[src/rtl/uart_alu_ctrl.sv]
// Frame controller between a UART rx/tx pair and an ALU: collects A, B and an opcode,
// drives the ALU, and sends the result (or an error code) back as a single byte.
module uart_alu_ctrl #(
  parameter int          NB_DATA    = 8,
  parameter int          NB_OP      = 6,
  parameter int          TIMEOUT    = 100000,
  parameter int          NB_TIMEOUT = 17,
  parameter logic [7:0]  ERR_CODE   = 8'hFF
) (
  input  logic               i_clk,
  input  logic               i_reset,
  input  logic [7:0]         i_rx_data,
  input  logic               i_rx_done,
  input  logic [NB_DATA-1:0] i_alu_result,
  input  logic               i_tx_done,
  output logic [NB_DATA-1:0] o_data_a,
  output logic [NB_DATA-1:0] o_data_b,
  output logic [NB_OP-1:0]   o_op,
  output logic               o_tx_start,
  output logic [7:0]         o_tx_data,
  output logic               o_busy,
  output logic               o_err
);

  typedef enum logic [2:0] {
    IDLE    = 3'd0,
    WAIT_B  = 3'd1,
    WAIT_OP = 3'd2,
    EXEC    = 3'd3,
    SEND    = 3'd4,
    WAIT_TX = 3'd5
  } state_e;

  // The counter value that ends a stalled frame. It is decoded on the value about to be
  // loaded, so o_err and the drop of o_busy land exactly TIMEOUT cycles after the last byte.
  localparam logic [NB_TIMEOUT-1:0] CNT_TERM = NB_TIMEOUT'(TIMEOUT - 1);

  state_e                  state_q, state_d;
  logic [NB_DATA-1:0]      data_a_q, data_a_d;
  logic [NB_DATA-1:0]      data_b_q, data_b_d;
  logic [NB_OP-1:0]        op_q, op_d;
  logic [7:0]              tx_data_q, tx_data_d;
  logic                    tx_start_q, tx_start_d;
  logic                    busy_q, busy_d;
  logic                    err_q, err_d;
  logic [NB_TIMEOUT-1:0]   cnt_q, cnt_d;
  logic [NB_TIMEOUT-1:0]   cnt_inc;
  logic                    cnt_expired;

  function automatic logic op_is_valid(input logic [7:0] op_byte);
    logic ok;
    ok = 1'b0;
    if (op_byte[7:6] == 2'b00) begin
      case (op_byte[5:0])
        6'b100000, 6'b100010, 6'b100100, 6'b100101,
        6'b100110, 6'b100111, 6'b000011, 6'b000010: ok = 1'b1;
        default:                                    ok = 1'b0;
      endcase
    end
    return ok;
  endfunction

  assign cnt_inc     = cnt_q + 1'b1;
  assign cnt_expired = (cnt_inc == CNT_TERM);

  // NOTE: every signal assigned in this block gets a default first, so no path can
  // leave a value unassigned and infer a latch.
  always_comb begin
    state_d    = state_q;
    data_a_d   = data_a_q;
    data_b_d   = data_b_q;
    op_d       = op_q;
    tx_data_d  = tx_data_q;
    tx_start_d = 1'b0;
    err_d      = 1'b0;
    cnt_d      = '0;

    case (state_q)
      IDLE: begin
        if (i_rx_done) begin
          data_a_d = NB_DATA'(i_rx_data);
          state_d  = WAIT_B;
        end
      end

      WAIT_B: begin
        if (i_rx_done) begin
          data_b_d = NB_DATA'(i_rx_data);
          state_d  = WAIT_OP;
        end else if (cnt_expired) begin
          err_d   = 1'b1;
          state_d = IDLE;
        end else begin
          cnt_d = cnt_inc;
        end
      end

      WAIT_OP: begin
        if (i_rx_done) begin
          if (op_is_valid(i_rx_data)) begin
            op_d    = NB_OP'(i_rx_data[5:0]);
            state_d = EXEC;
          end else begin
            tx_data_d = ERR_CODE;
            err_d     = 1'b1;
            state_d   = SEND;
          end
        end else if (cnt_expired) begin
          err_d   = 1'b1;
          state_d = IDLE;
        end else begin
          cnt_d = cnt_inc;
        end
      end

      // The start request is registered, so the result path raises it here and it is
      // seen during SEND; the error path enters SEND directly and raises it from there.
      EXEC: begin
        tx_data_d  = 8'(i_alu_result);
        tx_start_d = 1'b1;
        state_d    = SEND;
      end

      SEND: begin
        tx_start_d = ~tx_start_q;
        state_d    = WAIT_TX;
      end

      WAIT_TX: begin
        if (i_tx_done) begin
          state_d = IDLE;
        end
      end

      default: state_d = IDLE;
    endcase

    busy_d = (state_d != IDLE);
  end

  // NOTE: state registers use non-blocking assignments so every flop samples the
  // pre-edge value of the others, regardless of statement order.
  always_ff @(posedge i_clk) begin
    if (i_reset) begin
      state_q    <= IDLE;
      data_a_q   <= '0;
      data_b_q   <= '0;
      op_q       <= '0;
      tx_data_q  <= '0;
      tx_start_q <= 1'b0;
      busy_q     <= 1'b0;
      err_q      <= 1'b0;
      cnt_q      <= '0;
    end else begin
      state_q    <= state_d;
      data_a_q   <= data_a_d;
      data_b_q   <= data_b_d;
      op_q       <= op_d;
      tx_data_q  <= tx_data_d;
      tx_start_q <= tx_start_d;
      busy_q     <= busy_d;
      err_q      <= err_d;
      cnt_q      <= cnt_d;
    end
  end

  assign o_data_a   = data_a_q;
  assign o_data_b   = data_b_q;
  assign o_op       = op_q;
  assign o_tx_data  = tx_data_q;
  assign o_tx_start = tx_start_q;
  assign o_busy     = busy_q;
  assign o_err      = err_q;

endmodule

[config.mk]
export PLATFORM = sky130hd
export DESIGN_NAME = uart_alu_ctrl
export DESIGN_NICKNAME = d
export VERILOG_FILES = /design/src/rtl/uart_alu_ctrl.sv
export SDC_FILE = /design/constraint.sdc
export NUM_CORES = 1
export LEC_CHECK = 0
export ABC_AREA = 1
export ABC_CLOCK_PERIOD_IN_PS = 2110
export CORE_ASPECT_RATIO = 0.9
export CORE_UTILIZATION = 40
export DETAILED_ROUTE_END_ITERATION = 8
export PLACE_DENSITY = 0.68
export SLEW_MARGIN = 5
export SYNTH_ARGS = -nofsm -noshare
export SYNTH_HDL_FRONTEND = slang
export SYNTH_SLANG_ARGS = --single-unit
[constraint.sdc]
create_clock -name i_clk -period 2.11 [get_ports i_clk]
set_clock_uncertainty 0.2 [all_clocks]
set_input_delay 0.5275 -clock i_clk [delete_from_list [all_inputs] [get_ports i_clk]]
set_output_delay 0.5275 -clock i_clk [all_outputs]
set_load 0.01 [all_outputs]
==> impl_metrics.json <==
{
  "path_common_cell": "nand2_1",
  "dieArea_sq_um": 6310,
  "cp_slowest_stage_delay_ns": 0.38,
  "synth_top_family_by_area": "simple AND/OR/NAND/NOR gates",
  "min_path_type": "register to register",
  "start_util_pct": 41.9,
  "regToRegSetupSlack_ns": 0.04,
  "switching_share_pct": 25.3,
  "cts_root_buf": "clkbuf_8",
  "setup_viol": 0,
  "post-route-drc-count": 0,
  "period_needed_ns": 2.07,
  "synth.mux.area_fraction_pct": 0,
  "min-delay-start": "o_data_b[4]",
  "antenna_found_initial": 0,
  "p_per_area_nw_per_um2": 550,
  "worst_pin_slew_ns": 0.312,
  "layout_setup_ws_ns": 0.0367,
  "grt_max_degree": 18,
  "p_leak_nw": 1.43,
  "final_cells": 494,
  "diodes": 0,
  "drv_slew": 0,
  "synth-edff-count": 0,
  "synth_top_area_share_pct": 44.2,
  "min_path_cells": 2,
  "syn-cell-area_sq_um": 2400,
  "power_switching_mw": 0.495,
  "place_congestion": 0.846,
  "cts.reportedPaths.clkPinSlew_ns": 0.10,
  "dr.pass1.iters": 4,
  "r2r_cells": 17,
  "synth_simple_gate_area_share_pct": 32.5,
  "htree_levels": 2,
  "grt_pass1_wl_mm": 9.36,
  "grt_usage_pct": 18.7,
  "synthAdderAreaFrac_pct": 1.04,
  "cts.sinks": 53,
  "synth_top_area_cell": "dfxtp_1",
  "yosysWarnings": 0,
  "worst_slew_margin_rel_pct": 79.1,
  "synth.distinct_cells": 27,
  "final_common_cell": "nand2_1",
  "wl_mm": 6.06,
  "layout-drive-gt1-share_pct": 24.8,
  "finish.instance_area_sq_um": 3560,
  "synth_fp_nets": 365,
  "critPathLaunchType": "register",
  "hold_slack_ns": 0.247,
  "min_to": "o_data_b[4]",
  "syn_to_final_growth_pct": 48.4,
  "r2r_start": "cnt_q[1]",
  "cts_made_buffers": 5,
  "worstPathRequired_ns": 2.11,
  "viasPerCell": 4.81,
  "yosys.area_share.xor_xnor_pct": 0.365,
  "syn_inst": 343,
  "dr.first_iter.drc_count": 114,
  "mostFrequentLayoutCells": "71 x nand2_1, 50 x clkdlybuf4s50_1, 48 x inv_1",
  "io_buffers": 52,
  "grt_overflow": 0,
  "multiInputGateArea_sq_um": 1300,
  "synth_top_flop_cell": "dfxtp_1",
  "postPlaceCellArea_sq_um": 3160,
  "synth_compound_area_share_pct": 12.0,
  "die_x_microns": 83.6,
  "cap_violations": 0,
  "worstSetupPathType": "register to register",
  "num_rows": 26,
  "rsz0062_at_grt": "true",
  "place_hpwl_mm": 4.28,
  "crit_arrival_ns": 2.08,
  "ant_nets": 0,
  "clockBufferDepth": 2,
  "crit_path_max_fanout": 2,
  "seq_area_sq_um": 1070,
  "max_freq_mhz": 482,
  "clkLatencyLatePin_ns": 0.31,
  "crit_chain": "ha_4 -> buf_6 -> inv_2 -> nand2_2 -> nand2_4 -> nor2_2 -> nand2_1 -> nor2_2 -> nand3_2 -> nor2_4 -> nand3_4 -> nand3_2 -> nand2_1 -> nand2_1 -> nand2_1 -> nand2_2 -> nand2_1",
  "core_area_sq_um": 5730,
  "worst_ir_drop_vdd_v": 0.000363,
  "worstReg2RegEnd": "o_busy",
  "p_clk_share_pct": 30.0,
  "dp_slack_ns": -0.488,
  "synthArstFlopShare_pct": 0,
  "cp-end-kind": "register",
  "intPower_mw": 1.46,
  "synthTopCellsByArea": "dfxtp_1 44%, nand2_1 13%, inv_1 8.0%, nor2_1 6.4%, a21oi_1 6.3%",
  "synth_seq_area_share_pct": 44.2,
  "outcome": "complete, no violations",
  "ios": 53,
  "cts_tree": "yes",
  "syn_avg_cell_area_sq_um": 6.99,
  "cp_num_buf_inv": 2,
  "grt_pass1_vias": 2142,
  "route.vias.total": 2374,
  "synth_seq_cells": 53,
  "p_seq_share_pct": 54.4,
  "fp.dieH_microns": 75.5,
  "nNetsFinal": 446,
  "crit_family": "simple AND/OR/NAND/NOR gates",
  "dp.cells": 481,
  "cp_slowest_cell": "dfxtp_4",
  "fin_crit_sh_pct": 98.3,
  "final_hold_viol_count": 0,
  "combPwrFrac_pct": 15.6,
  "nFillCells": 532,
  "wl_per_cell_microns": 12.3
}
[worst max path at each step]
stage / start / endpoint / cells past startpoint
after CTS: i_rx_data[6] / o_tx_data[3] / 11
final: cnt_q[1] / o_busy / 17
after global placement: i_rx_data[6] / o_busy / 10
after detailed placement: i_rx_data[6] / o_busy / 10
after global routing: cnt_q[1] / o_busy / 16
after floorplan: cnt_q[1] / o_busy / 16
[power groups by stage]
stage          Combinational, mW  Sequential (mW)  Clock, mW
3_3_place_gp               0.284             1.09          0
2_1_floorplan              0.100             1.10          0
3_5_place_dp               0.286             1.09          0
5_1_grt                    0.335             1.07      0.640
4_1_cts                    0.295             1.07      0.599
6_report                   0.305             1.06      0.587
[synthesized netlist by cell type (2+ instances only)]
cell type	n
nand3_2	3
nor2_1	41
clkbuf_1	3
o21ai_0	20
a21oi_1	30
ha_1	2
nor2_2	8
nand3b_1	2
nand2_2	2
nand4_1	8
inv_1	51
a21oi_2	2
o21ai_1	4
dfxtp_1	53
nor2_4	2
inv_2	3
nand2_1	84
nand3_1	15
nor3_1	2
[through the flow]
step,util [%],setup TNS [ns],power [mW]
floorplan,-,0,1.20
global route,62.2,-0.698,2.05
detailed placement,55.2,-6.46,1.37
global placement,55.2,-5.84,1.37
finish,62.2,0,1.96
CTS,57.6,0,1.96
[flip-flops by register name, indices dropped and copies added, names as in the netlist]
register / cells
cnt_q: 17
o_data_a: 8
o_data_b: 8
o_tx_data: 8
o_op: 6
state_q: 3
o_busy: 1
o_err: 1
o_tx_start: 1
[worst reg2reg max path, stage by stage (launching register included)]
cell     delay, ns
dfxtp_4       0.38
ha_4          0.15
buf_6         0.10
inv_2         0.03
nand2_2       0.07
nand2_4       0.06
nor2_2        0.10
nand2_1       0.06
nor2_2        0.11
nand3_2       0.10
nor2_4        0.16
nand3_4       0.09
nand3_2       0.06
nand2_1       0.05
nand2_1       0.05
nand2_1       0.07
nand2_2       0.07
nand2_1       0.05
[cell families (layout without fill, tap and decap cells)]
| family | after synthesis | after routing |
|---|---|---|
| xor gates and xnor gates | 1 | 1 |
| AOI/OAI and AO/OA | 56 | 56 |
| adders and majority gates | 2 | 2 |
| buffers and inverters | 60 | 141 |
| and+or+nand+nor | 171 | 171 |
| DFF | 53 | 53 |
[metal layers]
layer,part of all wire (%),track usage [%]
met1,46,23.8
met2,46,30.6
met3,6.4,6.61
met4,1.6,5.08
met5,0,0
[cell type report]
class,instances,share of cell area (%)
Multi-Input combinational cell,230,36.6
Timing Repair Buffer,80,22.5
Tap cell,70,2.46
Clock buffer,7,2.43
Inverter,54,5.77
Sequential cell,53,30.2
[what timing repair did]
item                                    4_1_cts  5_1_grt
hold buffers                                  0        0
pin swaps                                     0       16
gates cloned                                  0        1
setup buffers                                 1        4
endpoints found under the setup margin       12       34
resized for setup                             7       63
No activity file was read; power rests on OpenSTA's default activity.
